`src/rtl/led_pkg.sv`:
```
// led_pkg: mode encodings and channel-index width shared by the LED pattern generator
package led_pkg;
  localparam logic [1:0] MODE_OFF   = 2'd0;
  localparam logic [1:0] MODE_ON    = 2'd1;
  localparam logic [1:0] MODE_BLINK = 2'd2;
  localparam logic [1:0] MODE_PULSE = 2'd3;
  localparam int CHAN_W = 4;
endpackage

```
`src/rtl/led_channel.sv`:
```
// led_channel: one LED channel counting prescaler ticks to produce OFF/ON/BLINK/PULSE state
module led_channel
  import led_pkg::*;
#(
  parameter int PER_W = 8
) (
  input  logic             OSCIN,
  input  logic             RST,
  input  logic             tick,
  input  logic             load,
  input  logic [1:0]       mode,
  input  logic [PER_W-1:0] half,
  output logic             state
);
  logic [1:0]       r_mode;
  logic [PER_W-1:0] r_half;
  logic [PER_W-1:0] r_cnt;
  logic             r_phase;
  logic             w_run;
  logic             w_end;
  assign w_run = (r_mode == MODE_BLINK) || (r_mode == MODE_PULSE);
  assign w_end = r_cnt == r_half - PER_W'(1);
  assign state = (r_mode == MODE_ON) || (w_run && r_phase);
  // a load overrides a coincident tick; running modes advance one count per tick
  always_ff @(posedge OSCIN or posedge RST)
    if (RST) begin
      r_mode  <= MODE_OFF;
      r_half  <= PER_W'(1);
      r_cnt   <= '0;
      r_phase <= 1'b0;
    end else if (load) begin
      r_mode  <= mode;
      r_half  <= (half == '0) ? PER_W'(1) : half;
      r_cnt   <= '0;
      r_phase <= (mode == MODE_BLINK) || (mode == MODE_PULSE);
    end else if (tick && w_run) begin
      r_cnt <= w_end ? '0 : r_cnt + PER_W'(1);
      if (w_end) begin
        r_phase <= (r_mode == MODE_BLINK) ? !r_phase : 1'b0;
        if (r_mode == MODE_PULSE) r_mode <= MODE_OFF;
      end
    end
endmodule

```
`src/rtl/led_pattern_gen.sv`:
```
// led_pattern_gen: NCH-channel LED pattern generator with shared prescaler and valid/ready config; LED_DIM_EN adds PWM dimming
module led_pattern_gen
  import led_pkg::*;
#(
  parameter int NCH      = 4,
  parameter int PRESCALE = 1000000,
  parameter int PER_W    = 8
) (
  input  logic              OSCIN,
  input  logic              RST,
`ifdef LED_DIM_EN
  input  logic [3:0]        dim,
`endif
  input  logic              cfg_valid,
  output logic              cfg_ready,
  input  logic [CHAN_W-1:0] cfg_chan,
  input  logic [1:0]        cfg_mode,
  input  logic [PER_W-1:0]  cfg_half,
  output logic              tick,
  output logic [NCH-1:0]    LED
);
  localparam int PRE_W = $clog2(PRESCALE);
  logic [PRE_W-1:0] r_pre;
  logic             r_ready;
  logic [NCH-1:0]   r_led;
  logic [NCH-1:0]   w_state;
  logic [NCH-1:0]   w_load;
  logic [NCH-1:0]   w_led;
  logic             w_tick;
  logic             w_xfer;
  assign w_tick    = r_pre == PRE_W'(PRESCALE - 1);
  assign w_xfer    = cfg_valid && r_ready;
  assign tick      = w_tick;
  assign cfg_ready = r_ready;
  assign LED       = r_led;
  // free-running prescaler, independent of config traffic
  always_ff @(posedge OSCIN or posedge RST)
    if (RST) r_pre <= '0;
    else r_pre <= w_tick ? '0 : r_pre + PRE_W'(1);
  // ready drops for exactly one cycle after each accepted transfer
  always_ff @(posedge OSCIN or posedge RST)
    if (RST) r_ready <= 1'b1;
    else r_ready <= !w_xfer;
  genvar c;
  for (c = 0; c < NCH; c++) begin : g_ch
    assign w_load[c] = w_xfer && (cfg_chan == CHAN_W'(c));
    led_channel #(.PER_W(PER_W)) u_ch (
      .OSCIN(OSCIN),
      .RST  (RST),
      .tick (w_tick),
      .load (w_load[c]),
      .mode (cfg_mode),
      .half (cfg_half),
      .state(w_state[c])
    );
  end
`ifdef LED_DIM_EN
  logic [3:0] r_pwm;
  logic       w_dim_ok;
  assign w_dim_ok = (dim == 4'd15) || (r_pwm < dim);
  assign w_led    = w_state & {NCH{w_dim_ok}};
  // free-running PWM phase for dimming
  always_ff @(posedge OSCIN or posedge RST)
    if (RST) r_pwm <= '0;
    else r_pwm <= r_pwm + 4'd1;
`else
  assign w_led = w_state;
`endif
  // registered LED drive
  always_ff @(posedge OSCIN or posedge RST)
    if (RST) r_led <= '0;
    else r_led <= w_led;
endmodule

```
`config.mk`:
```
export PLATFORM = sky130hd
export DESIGN_NAME = led_pattern_gen
export DESIGN_NICKNAME = d
export VERILOG_FILES = /design/src/rtl/led_pkg.sv /design/src/rtl/led_channel.sv /design/src/rtl/led_pattern_gen.sv
export SDC_FILE = /design/constraint.sdc
export NUM_CORES = 1
export LEC_CHECK = 0
export BUFFER_PORTS_ARGS = -buffer_cell sky130_fd_sc_hd__buf_4
export CAP_MARGIN = 5
export CORE_MARGIN = 2
export CORE_UTILIZATION = 40
export CTS_BUF_LIST = sky130_fd_sc_hd__clkbuf_2
export CTS_CLUSTER_SIZE = 24
export DETAILED_ROUTE_END_ITERATION = 8
export GPL_ROUTABILITY_DRIVEN = 0
export PLACE_DENSITY = 0.62
export SLEW_MARGIN = 20
export SYNTH_ARGS = -nofsm -noshare
export SYNTH_HDL_FRONTEND = slang
export SYNTH_SLANG_ARGS = --single-unit
```
`constraint.sdc`:
```
create_clock -name OSCIN -period 8.4 [get_ports OSCIN]
set_clock_uncertainty 0.1 [all_clocks]
set_input_delay 0.84 -clock OSCIN [delete_from_list [all_inputs] [get_ports OSCIN]]
set_output_delay 0.84 -clock OSCIN [all_outputs]
set_load 0.005 [all_outputs]
```
==> impl_metrics.toml, run 1 <==
[grt]
first_global_vias = 4387
overflow = 0
grt_pass1_wl_mm = 22.2
grt_usage_pct = 18.8
grt_max_degree = 57
antenna_found_initial = 0

[drt]
wl_met3_um = 491
wl_met1_mm = 6.41
route.met2.wl_mm = 5.90
wl_per_cell_um = 15.7
drc = 0
first_pass_iters = 5
ant_nets = 0
drt_iter0_drc = 421
routed.top_layer = "met4"
avgViaCountPerCell = 5.52
route.vias.total = 4599
routed_wl_mm = 13.1

[worst_setup_path]
critPathRequiredTime_ps = 7460
cp_data_arrival_time_ps = 2780
reg2reg_to = "g_ch[3].u_ch.r_phase"
regToRegSetupSlack_ps = 5440
rr_startpoint = "g_ch[3].u_ch.r_half[2]"
worst-setup-path-type = "register to output pin"
reg2reg_depth = 6
cp-end-kind = "output pin"
crit_fanout = 19
start_kind = "register"

[power_and_ir_drop]
p_per_area_nw_per_um2 = 221
ir_worst_vdd_mv = 0.0855
power_w = 0.00136
power.leakage_nw = 2.56

[floorplanning]
initial_core_util_pct = 40.9
pin_count = 23
dieArea_um2 = 15100
rows = 43
die_y_um = 123
die_width_um = 123
core-area_um2 = 13800

[synth]
ys.flop_type = "dfrtp_1"
yosys.area_share.simple_pct = 27.1
synth-seq-cells = 101
ys_types = 53
synthAdderAreaFrac_pct = 1.99
seq_area_frac_synth_pct = 44.8
synth_top_family_by_area = "simple AND/OR/NAND/NOR gates"
netlist_area_um2 = 5650
avgSynthCellArea_um2 = 8.89
synthMuxAreaShare_pct = 2.17
synth_xor_area_share_pct = 10.5
synth_most_common_cell = "nand2_1"
yosys_warnings = 0
ys_top_cells_by_count = "121 x nand2_1, 96 x dfrtp_1, 49 x xnor2_1"
synth_top_area_share_pct = 42.5
synth_compound_area_share_pct = 10.3
syn-num-nets = 662
yosys.area.top_type = "dfrtp_1"
postSynthCellCount = 636
async_flop_share_pct = 100
synth_edf_count = 0
synth.area.top_cells = "dfrtp_1 43%, nand2_1 8.0%, xnor2_1 7.6%, nor3_1 4.0%, xor2_1 2.9%"

[timing]
fmax_ghz = 0.269
hold_viol = 0
grt_setup_unrepaired = "false"
tightest_slew_ps = 847
fin_crit_sh_pct = 44.3
final-setup-viol-count = 0
period_minus_slack_ps = 3720
slew_headroom_pct = 43.1
tns_ps = 0
slew_violations = 0

[outcome]
status = "finished clean"

[clocking]
cts_htree_levels = 3
clock_path_buffers = 2
insertion_delay_ps = 630
hold_buffers = 0
root_buffer = "clkbuf_2"
ctsResizeCount = 0
path_clk_slew_ps = 290
cts_made_buffers = 9
cts_setup_buffers = 0
cts_tree = "yes"
clock-sinks = 101

[place]
hpwl_mm = 9.32
io_buffer_count = 22

[finish]
fillers = 1350
ff_latch_area_um2 = 2530
area_delta_synth_final_pct = 9.03
layout-drive-gt1-share_pct = 9.80
diodes = 0
multiInputGateArea_um2 = 2960
fin_util_pct = 44.6
final_net_count = 674

[hold_path]
min_path_type = "primary input to async pin"

[run]
max-cap-violations = 0
==> worst max-delay path by stage <==
stage              from     end  slack (ps)
6_report       r_pre[0]    tick        4680
5_1_grt        r_pre[0]    tick        4410
4_1_cts        r_pre[0]    tick        4630
3_5_place_dp   r_pre[0]    tick        5380
3_3_place_gp   r_pre[0]    tick        5460
2_1_floorplan       RST  LED[0]        4820
==> state kept, by name, summed over array words and instances (netlist names) <==
| signal | flops |
|---|---|
| g_ch.u_ch.r_cnt | 32 |
| g_ch.u_ch.r_half | 32 |
| r_pre | 20 |
| g_ch.u_ch.r_mode | 8 |
| LED | 4 |
| g_ch.u_ch.r_phase | 4 |
| cfg_ready | 1 |
==> critical path: stages, from the launching register on <==
cell	delay, ps
dfrtp_1	450
ha_1	210
nand2_1	100
nor2_1	440
and2_1	720
buf_4	230
==> cells by family (layout without fill, tap and decap cells) <==
group / after synthesis / count (layout)
XOR/XNOR: 68 / 68
AND/OR/NAND/NOR: 311 / 311
AO/OA/AOI/OAI: 93 / 93
buffers and inverters: 43 / 60
adder cells (fa/ha/maj): 9 / 9
multiplexers: 11 / 11
flip-flops: 101 / 101
==> through the flow <==
step | area [µm²] | hold slack, ps | setup WS (ps) | std cells
after CTS | 6160 | 105 | 4630 | 833
after global placement | 5980 | 361 | 5460 | 817
after detailed placement | 5980 | 370 | 5380 | 817
final | 6160 | 126 | 4680 | 833
after floorplan | 5650 | 345 | 4820 | 636
after global routing | 6160 | 110 | 4410 | 833
==> metal layers <==
metal  global-route usage, %  vias up
li1                        -     2245
met3                    2.70       21
met1                    27.3     2243
met4                    7.26        0
met2                    28.2       90
met5                       0        -
==> report_power, final <==
group	internal, W	switching (W)	leakage [nW]
combinational	0.000169	0.000176	1.20
sequential	0.000570	0.000112	1.25
clock	0.000160	0.000176	0.107
==> final cells by class <==
cell class	instances	share of cell area, %
inverters	19	1.20
flip-flops and latches	101	41.1
clock buffers	10	0.812
well taps	180	3.65
repair buffers	25	3.05
clock inverters	6	2.17
multi-input cells	492	48.0
==> layout by cell type (no fill, tap or decap), drive strengths merged, types with 6 or more instances in the layout <==
master	synthesis	final
xnor2	49	49
nand2b	6	6
buf	2	25
clkbuf	22	10
xor2	19	19
nand3	24	24
ha	9	9
inv	19	20
a21oi	22	22
nor2	37	37
nand2	121	121
nor2b	10	10
a31oi	9	9
nor4	13	13
dfrtp	96	96
and3	8	8
nand4	11	11
nor3	45	45
nor3b	6	6
o21ai	29	29
mux2	10	10
o31ai	10	10
No activity file was read; power rests on OpenSTA's default activity.
==> run 2, diff against run 1 <==
ABC_AREA = 1   (was unset)
PLACE_DENSITY = 0.64   (was 0.62)
clock period = 3.1 ns   (was 8.4 ns; I/O delays follow)
==> run 2 against run 1 <==
- via count up 11%
- first-iteration DRC count down 12%
- count of clock-buffer cells in the layout up 1
- critical path type unchanged
- largest cell class unchanged
==> impl_metrics.toml, run 2 <==
[synth]
ys_top_cells_by_count = "269 x nand2_1, 104 x inv_1, 96 x dfrtp_1"
async_flop_share_pct = 100
postSynthCellCount = 825
yosys_warnings = 0
avgSynthCellArea_um2 = 7.37
ys.flop_type = "dfrtp_1"
synth_edf_count = 0
yosys.area.top_type = "dfrtp_1"
syn-num-nets = 851
ys_types = 40
synth-seq-cells = 101
netlist_area_um2 = 6080
seq_area_frac_synth_pct = 41.7
synth_top_area_share_pct = 39.5
synth.area.top_cells = "dfrtp_1 40%, nand2_1 17%, inv_1 6.4%, nand3_1 5.3%, nor2_1 4.3%"
synth_most_common_cell = "nand2_1"

[run]
max-cap-violations = 0

[floorplanning]
die_width_um = 127
pin_count = 23
die_y_um = 127
rows = 45
core-area_um2 = 15000
initial_core_util_pct = 40.4
dieArea_um2 = 16200

[timing]
tns_ps = 0
grt_setup_unrepaired = "false"
fin_crit_sh_pct = 82.1
tightest_slew_ps = 606
hold_viol = 0
period_minus_slack_ps = 2540
slew_violations = 0
final-setup-viol-count = 0
slew_headroom_pct = 59.6
fmax_ghz = 0.393
holdWs_ps = 82.2

[place]
dp_cells = 1027
io_buffer_count = 22
hpwl_mm = 9.77
place_area_um2 = 6440

[clocking]
clock-sinks = 101
cts_made_buffers = 9
clock_path_buffers = 2
cts_tree = "yes"
ctsResizeCount = 0
cts_htree_levels = 3
root_buffer = "clkbuf_2"
path_clk_slew_ps = 270
insertion_delay_ps = 620

[worst_setup_path]
cp-end-kind = "output pin"
worst-setup-path-type = "register to output pin"
start_kind = "register"
reg2reg_to = "g_ch[2].u_ch.r_mode[0]"
reg2reg_depth = 14
rr_startpoint = "g_ch[2].u_ch.r_half[0]"
critPathRequiredTime_ps = 2690
regToRegSetupSlack_ps = 730
cp_data_arrival_time_ps = 2130
crit_fanout = 4

[finish]
layout_commonest_cell = "nand2_1"
ff_latch_area_um2 = 2530
layout_common_cells = "269 x nand2_1, 103 x inv_1, 96 x dfrtp_1"
multiInputGateArea_um2 = 3030
fin_area_um2 = 6680
final_net_count = 889
area_delta_synth_final_pct = 9.88
top_regs = "g_ch.u_ch.r_cnt: 32 flops, g_ch.u_ch.r_half: 32 flops, r_pre: 20 flops"
fillers = 1551
layout-drive-gt1-share_pct = 9.79
stdcell_count = 1057

[power_and_ir_drop]
power_w = 0.00301
power.leakage_nw = 3.34
ir_worst_vdd_mv = 0.295
p_per_area_nw_per_um2 = 451

[drt]
ant_nets = 0
routed_wl_mm = 13.5
avgViaCountPerCell = 4.85
first_pass_iters = 4
drc = 0
wl_per_cell_um = 12.7
drt_iter0_drc = 369
route.vias.total = 5123

[outcome]
status = "finished clean"

[hold_path]
min-delay-start = "cfg_chan[0]"
min_path_type = "primary input to register"
holdPathStages = 5
holdPathEnd = "g_ch[1].u_ch.r_half[3]"

[grt]
antenna_found_initial = 1
first_global_vias = 4733
grt_pass1_wl_mm = 22.9
overflow = 0
grt_max_degree = 55
grt_usage_pct = 17.7
-- run 2: cell types whose count changed after synthesis, moves of 13 or more --
cell and delta:
nand2_1 +148, inv_1 +86, nand3_1 +41, nor3_1 -39, xnor2_1 -39, nor2_1 +33, o21ai_0 +26, clkbuf_1 -17
nand4_1 +13
-- run 2: cell type report --
cell class | count | area share [%]
multi-input cells | 599 | 45.4
clock inverters | 5 | 0.787
inverters | 112 | 6.37
clock buffers | 11 | 0.824
well taps | 188 | 3.52
diodes | 1 | 0.0375
flip-flops and latches | 101 | 37.9
repair buffers | 40 | 5.17
-- run 2: critical path: stages (launching register included) --
cell and delay, ps:
dfrtp_1 510, inv_2 100, nand4_1 140, nor3_1 160
nand3_1 310, inv_1 170, buf_4 120
-- run 2: worst max-delay path by stage --
stage,from,endpoint,slack (ps),cells after the start
finish,r_pre[8],tick,560,6
global route,r_pre[0],tick,300,6
CTS,r_pre[0],tick,440,6
detailed placement,g_ch[2].u_ch.r_half[0],g_ch[2].u_ch.r_mode[1],800,14
global placement,g_ch[2].u_ch.r_half[0],g_ch[2].u_ch.r_mode[1],830,14
floorplan,RST,LED[0],50,1
-- run 2: what timing repair did --
action	4_1_cts	5_1_grt
hold buffers	13	0
setup endpoints to repair	0	0
buffers inserted	0	0
endpoints found under the hold margin	92	0
-- run 2: stage by stage --
step / util (%) / worst slack [ps]
finish: 44.4 / 555
global route: 44.4 / 300
CTS: 44.4 / 440
detailed placement: 42.8 / 805
global placement: 42.8 / 827
floorplan: - / 51.1
-- run 2: report_power, final --
part	switching [W]	leakage, nW	internal (W)	total, W
sequential	0.000136	1.28	0.00148	0.00162
clock	0.000445	0.0633	0.000186	0.000632
combinational	0.000465	2.00	0.000296	0.000761
-- run 2: kinds of logic (layout without fill, tap and decap cells) --
logic type                 count (synthesis)  after routing  synth area share (%)
and+or+nand+nor                          467            467                  34.3
buffers and inverters                    125            168                  8.48
DFF                                      101            101                  41.7
AOI/OAI and AO/OA                         84             84                  8.07
xor gates and xnor gates                  39             39                  5.62
adders and majority gates                  9              9                  1.85
other                                      0              1                     0
-- run 2: routing by layer --
| layer | GRT usage, % | share of wire [%] | vias up | routed length [µm] |
|---|---|---|---|---|
| met5 | 0 | 0 | - | 0 |
| li1 | - | - | 2710 | - |
| met2 | 27.7 | 45 | 77 | 6120 |
| met1 | 24.4 | 49 | 2318 | 6540 |
| met3 | 4.31 | 3.7 | 18 | 501 |
| met4 | 5.37 | 2.2 | 0 | 303 |
